File: config.mk
export PLATFORM = sky130hd
export DESIGN_NAME = sega_rom_mapper
export DESIGN_NICKNAME = d
export VERILOG_FILES = /design/src/rtl/sega_mapper_pkg.sv /design/src/rtl/sega_mapper_regs.sv /design/src/rtl/sega_rom_mapper.sv
export SDC_FILE = /design/constraint.sdc
export NUM_CORES = 1
export LEC_CHECK = 0
export ABC_CLOCK_PERIOD_IN_PS = 900
export CAP_MARGIN = 5
export CORE_MARGIN = 10
export CORE_UTILIZATION = 38
export CTS_CLUSTER_DIAMETER = 50
export DETAILED_ROUTE_END_ITERATION = 7
export HOLD_SLACK_MARGIN = 0.05
export PLACE_DENSITY = 0.84
export SYNTH_ARGS = -nofsm -noshare
export SYNTH_HDL_FRONTEND = slang
export SYNTH_SLANG_ARGS = --single-unit
File: constraint.sdc
create_clock -name clk -period 0.9 [get_ports clk]
set_input_delay 0.09 -clock clk [delete_from_list [all_inputs] [get_ports clk]]
set_output_delay 0.09 -clock clk [all_outputs]
set_load 0.005 [all_outputs]
File: src/rtl/sega_mapper_pkg.sv
// Shared constants and types for the Sega-style cartridge bank mapper.
// Used by sega_mapper_regs and sega_rom_mapper.
package sega_mapper_pkg;

  localparam logic [15:0] ADDR_CTRL  = 16'hFFFC;
  localparam logic [15:0] ADDR_PAGE0 = 16'hFFFD;
  localparam logic [15:0] ADDR_PAGE1 = 16'hFFFE;
  localparam logic [15:0] ADDR_PAGE2 = 16'hFFFF;

  localparam logic [7:0] CTRL_RST  = 8'h00;
  localparam logic [7:0] PAGE0_RST = 8'h00;
  localparam logic [7:0] PAGE1_RST = 8'h01;
  localparam logic [7:0] PAGE2_RST = 8'h02;

  localparam logic [15:0] SLOT1_BASE  = 16'h4000;
  localparam logic [15:0] SLOT2_BASE  = 16'h8000;
  localparam logic [15:0] SYSRAM_BASE = 16'hC000;

  localparam logic [15:0] FIXED_SIZE = 16'h0400;

  typedef enum logic [1:0] {
    REG_CTRL  = 2'd0,
    REG_PAGE0 = 2'd1,
    REG_PAGE1 = 2'd2,
    REG_PAGE2 = 2'd3
  } reg_sel_e;

  typedef struct packed {
    logic [7:0] ctrl;
    logic [7:0] page0;
    logic [7:0] page1;
    logic [7:0] page2;
  } map_regs_t;

  function automatic logic is_reg_addr(input logic [15:0] a);
    return a[15:2] == ADDR_CTRL[15:2];
  endfunction

endpackage

File: src/rtl/sega_mapper_regs.sv
// Paging register file (FFFC-FFFF) with Z80 write decode.
// Writes land on the sampling clock edge; reset is asynchronous.
module sega_mapper_regs
  import sega_mapper_pkg::*;
(
  input  logic        clk,
  input  logic        rst_n,
  input  logic        wr,
  input  logic [15:0] addr,
  input  logic [7:0]  di,
  output map_regs_t   regs
);

  map_regs_t regs_q;
  map_regs_t regs_d;

  always_comb begin
    regs_d = regs_q;
    if (wr && is_reg_addr(addr)) begin
      unique case (reg_sel_e'(addr[1:0]))
        REG_CTRL:  regs_d.ctrl  = di;
        REG_PAGE0: regs_d.page0 = di;
        REG_PAGE1: regs_d.page1 = di;
        REG_PAGE2: regs_d.page2 = di;
        default:   regs_d = regs_q;
      endcase
    end
  end

  always_ff @(posedge clk or negedge rst_n) begin
    if (!rst_n) begin
      regs_q.ctrl  <= CTRL_RST;
      regs_q.page0 <= PAGE0_RST;
      regs_q.page1 <= PAGE1_RST;
      regs_q.page2 <= PAGE2_RST;
    end else begin
      regs_q <= regs_d;
    end
  end

  assign regs = regs_q;

endmodule

File: src/rtl/sega_rom_mapper.sv
// Sega cartridge mapper: Z80 16-bit address -> 22-bit ROM address.
// Define SEGA_MAPPER_CART_RAM_EN to route slot 2 to on-cart RAM.
module sega_rom_mapper
  import sega_mapper_pkg::*;
#(
  parameter logic [7:0] BANK_MASK = 8'hFF
) (
  input  logic        clk,
  input  logic        rst_n,
  input  logic        wr,
  input  logic [15:0] addr,
  input  logic [7:0]  di,
`ifdef SEGA_MAPPER_CART_RAM_EN
  output logic        cart_ram_sel,
  output logic [14:0] cart_ram_addr,
`endif
  output logic [21:0] flash_addr
);

  map_regs_t regs;

  sega_mapper_regs u_regs (
    .clk   (clk),
    .rst_n (rst_n),
    .wr    (wr),
    .addr  (addr),
    .di    (di),
    .regs  (regs)
  );

  logic fixed_win;
  logic in_slot0;
  logic in_slot1;
  logic in_slot2;
  logic in_sysram;
  logic [7:0] bank;

  assign fixed_win = addr < FIXED_SIZE;
  assign in_sysram = addr >= SYSRAM_BASE;
  assign in_slot2  = !in_sysram && (addr >= SLOT2_BASE);
  assign in_slot1  = (addr >= SLOT1_BASE) && (addr < SLOT2_BASE);
  assign in_slot0  = !fixed_win && (addr < SLOT1_BASE);

  // Fixed 1 KB window keeps the Z80 vectors reachable whatever page0 holds.
  always_comb begin
    bank = 8'h00;
    unique case (1'b1)
      fixed_win: bank = 8'h00;
      in_slot0:  bank = regs.page0 & BANK_MASK;
      in_slot1:  bank = regs.page1 & BANK_MASK;
      in_slot2:  bank = regs.page2 & BANK_MASK;
      in_sysram: bank = 8'h00;
      default:   bank = 8'h00;
    endcase
  end

  assign flash_addr = {bank, addr[13:0]};

`ifdef SEGA_MAPPER_CART_RAM_EN
  assign cart_ram_sel  = regs.ctrl[3] & in_slot2;
  assign cart_ram_addr = {regs.ctrl[2], addr[13:0]};

  logic unused_ctrl;
  assign unused_ctrl = ^{regs.ctrl[7:4], regs.ctrl[1:0]};
`else
  logic unused_ctrl;
  assign unused_ctrl = ^regs.ctrl;
`endif

endmodule

==> impl_metrics.py <==
metrics = {
    "run_status": {
        "status": "complete, but fails checks",
        "violations": "setup timing",
    },
    "die": {
        "boundaryPins": 49,
        "floorplan.initialDensity_pct": 39.55,
        "die_w_um": 76.14,
        "placement_rows": 20,
        "die_area_um2": 5797,
        "core_area_um2": 3028,
        "die_height_um": 76.14,
    },
    "route": {
        "antenna_left": 0,
        "post_drt_wl_per_cell_um": 17.38,
        "remaining_drc_errors": 0,
        "number_of_vias_per_cell_after_detailed_routing": 5.124,
        "route.final.wire_length_mm": 3.077,
        "routed-via-count": 907,
        "drtPass1Iterations": 6,
        "drt_first_iter_violations": 62,
    },
    "sta": {
        "unrepaired_setup_endpoints_after_global_routing": "true",
        "timing.fmax_mhz": 743.4,
        "timing.final.crit_period_ps": 1345,
        "postLayoutSetupSlackWorst_ps": -445.1,
        "relSlewSlack_pct": 73.70,
        "timing.final.crit_share_pct": 149.5,
        "worst_pin_slew_ps": 393.3,
        "setup_viol_count_final": 32,
        "worst_clock_skew_ps": 0,
        "fin_setup_tns_ps": -6382,
        "hold_viol_final": 0,
        "slew_violations": 0,
    },
    "final_layout": {
        "final_core_util_pct": 56.12,
        "multi_input_comb_area_um2": 516.7,
        "fill_cell_count": 278,
        "layout.cell_area.non_filler_um2": 1699,
        "layout.cells.non_filler": 177,
        "drive_gt1_share_pct": 51.13,
        "nNetsFinal": 161,
        "ff_latch_area_um2": 603.1,
        "largest_register_ff_count": 24,
        "syn_to_final_growth_pct": 41.90,
        "n_antenna_cell": 0,
    },
    "place": {
        "place.gp.congestion": 0.7361,
        "port_buffers": 48,
        "post-place-cells": 172,
        "post_dp_cell_area_um2": 1683,
        "detailed_place_hpwl_mm": 2.437,
    },
    "grt": {
        "grt_pass1_vias": 1005,
        "globalRouteOverflowTotal": 0,
        "grt_start_max_net_pins": 25,
        "grt_pass1_wl_mm": 5.092,
        "grt_use_total_pct": 10.61,
        "antenna_found_initial": 0,
    },
    "critical_path": {
        "crit_start": "u_regs.regs[21]$_DFFE_PN0P_",
        "crit_path_max_fanout": 2,
        "setup.worst_path.class": "flop to output pin",
        "endpoint_kind_of_the_worst_setup_timing_path": "output pin",
        "worst_setup_path_endpoint": "flash_addr[19]",
        "timing.reg2reg.worst_path_depth": 2,
        "setup.reg_to_reg.worst_slack_ps": 10,
        "critPathArrivalTime_ps": 1260,
        "setup.worst_path.start_class": "flop",
        "cp_data_required_time_ps": 810,
        "worstReg2RegEnd": "u_regs.regs[20]$_DFFE_PN0P_",
        "r2r-start": "u_regs.regs[20]$_DFFE_PN0P_",
    },
    "logic_synthesis": {
        "syn_area_um2": 1197,
        "number_of_warning_messages_in_the_yosys_log": 0,
        "synth_fp_nets": 119,
        "synthesis.area_per_instance_um2": 13.02,
        "portion_of_the_post_synthesis_area_used_by_sequential_elements_pct": 50.37,
        "post_synth_inst_count": 92,
        "synth_seq_cells": 24,
        "ys_types": 15,
    },
    "power_and_ir_drop": {
        "totalPowerFinal_mw": 1.915,
        "powerDensity_nw_per_um2": 1127,
        "worst_ir_drop_vdd_v": 0.0008511,
        "leakage_nw": 0.9149,
    },
    "clock_network": {
        "root_buffer": "clkbuf_4",
        "cts.path.max_buffers": 2,
        "clk_transition_reported_paths_ps": 120,
        "cts_buffers": 3,
        "h-tree-depth": 1,
        "clk-insertion-delay-late_ps": 310,
        "cts.sinks": 24,
        "tritoncts": "done",
    },
    "hold_path": {
        "worst_hold_path_type": "input port to asynchronous set/reset pin",
    },
    "run": {
        "drv_cap": 0,
    },
}
## cells by family after synthesis
group / share of synthesized area (%)
compound gates: 6.688
flops: 50.37
simple gates: 8.463
buf+inv: 11.91
mux: 22.57
## timing repair
item | 4_1_cts | 5_1_grt
pin swaps | 14 | 7
hold buffers | 0 | 0
resized for setup | 117 | 1
buffers inserted | 2 | 1
endpoints found under the setup margin | 46 | 32
## how the worst min path moves through the flow
stage | start | cells after the start | end | slack (ps)
2_1_floorplan | rst_n | 0 | u_regs.regs[0]$_DFFE_PN0P_ | -210
3_3_place_gp | rst_n | 2 | u_regs.regs[6]$_DFFE_PN0P_ | 450
3_5_place_dp | rst_n | 2 | u_regs.regs[5]$_DFFE_PN0P_ | 460
4_1_cts | rst_n | 2 | u_regs.regs[20]$_DFFE_PN0P_ | 110
5_1_grt | rst_n | 2 | u_regs.regs[11]$_DFFE_PN0P_ | 90
6_report | rst_n | 2 | u_regs.regs[6]$_DFFE_PN0P_ | 100
## layer usage
layer	vias to the layer above	GRT usage [%]	part of all wire (%)
met1	440	12.51	44
met5	-	0	0
li1	411	-	-
met4	0	3.346	1.2
met3	5	2.948	7.7
met2	51	18.11	48
## placed cells by master (no fill, tap or decap), drive strengths merged
cell type	synthesis	final
clkdlybuf4s50	0	20
dlygate4sd2	0	3
nor3	1	1
mux2	24	24
nand3	2	2
nor4	2	2
clkbuf	0	4
nand4	3	3
nor2b	2	2
clkdlybuf4s15	0	2
dfstp	2	2
dfrtp	22	22
a222oi	8	8
inv	8	8
buf	16	28
nand3b	2	2
## power breakdown
part           total [mW]  switching (mW)  internal [mW]
registers            1.08        0.000183           1.08
logic               0.282           0.119          0.163
clock network       0.554           0.306          0.247
## area by class of cell
type | count | area share [%]
timing repair buffer | 53 | 26.95
sequential | 24 | 35.49
clock buffer | 4 | 2.135
multi-input combinational | 44 | 30.41
inverter | 8 | 1.767
tap | 44 | 3.240
## critical path, cell delays in order (launching register included)
cell      delay (ps)
dfrtp_1          400
a222oi_1         340
inv_1             70
buf_2            130
## per-stage QoR
stage	worst slack (ps)	hold slack, ps
final	-445.1	104.1
after global routing	-570.3	93.90
after CTS	-461.5	109.8
after detailed placement	-1206	460.0
after global placement	-1189	452.0
after floorplan	-346.7	-205.6
## Yosys cell counts, drive strengths merged
cell type	n	share of area [%]
dfrtp	22	46
nor4	2	2.3
buf	16	9.4
nor3	1	0.42
inv	8	2.5
mux2	24	23
nand3	2	1.3
dfstp	2	4.4
a222oi	8	6.7
nand4	3	1.6
nand3b	2	1.9
nor2b	2	1.0
Note: power is estimated with default switching activity, not from simulation.
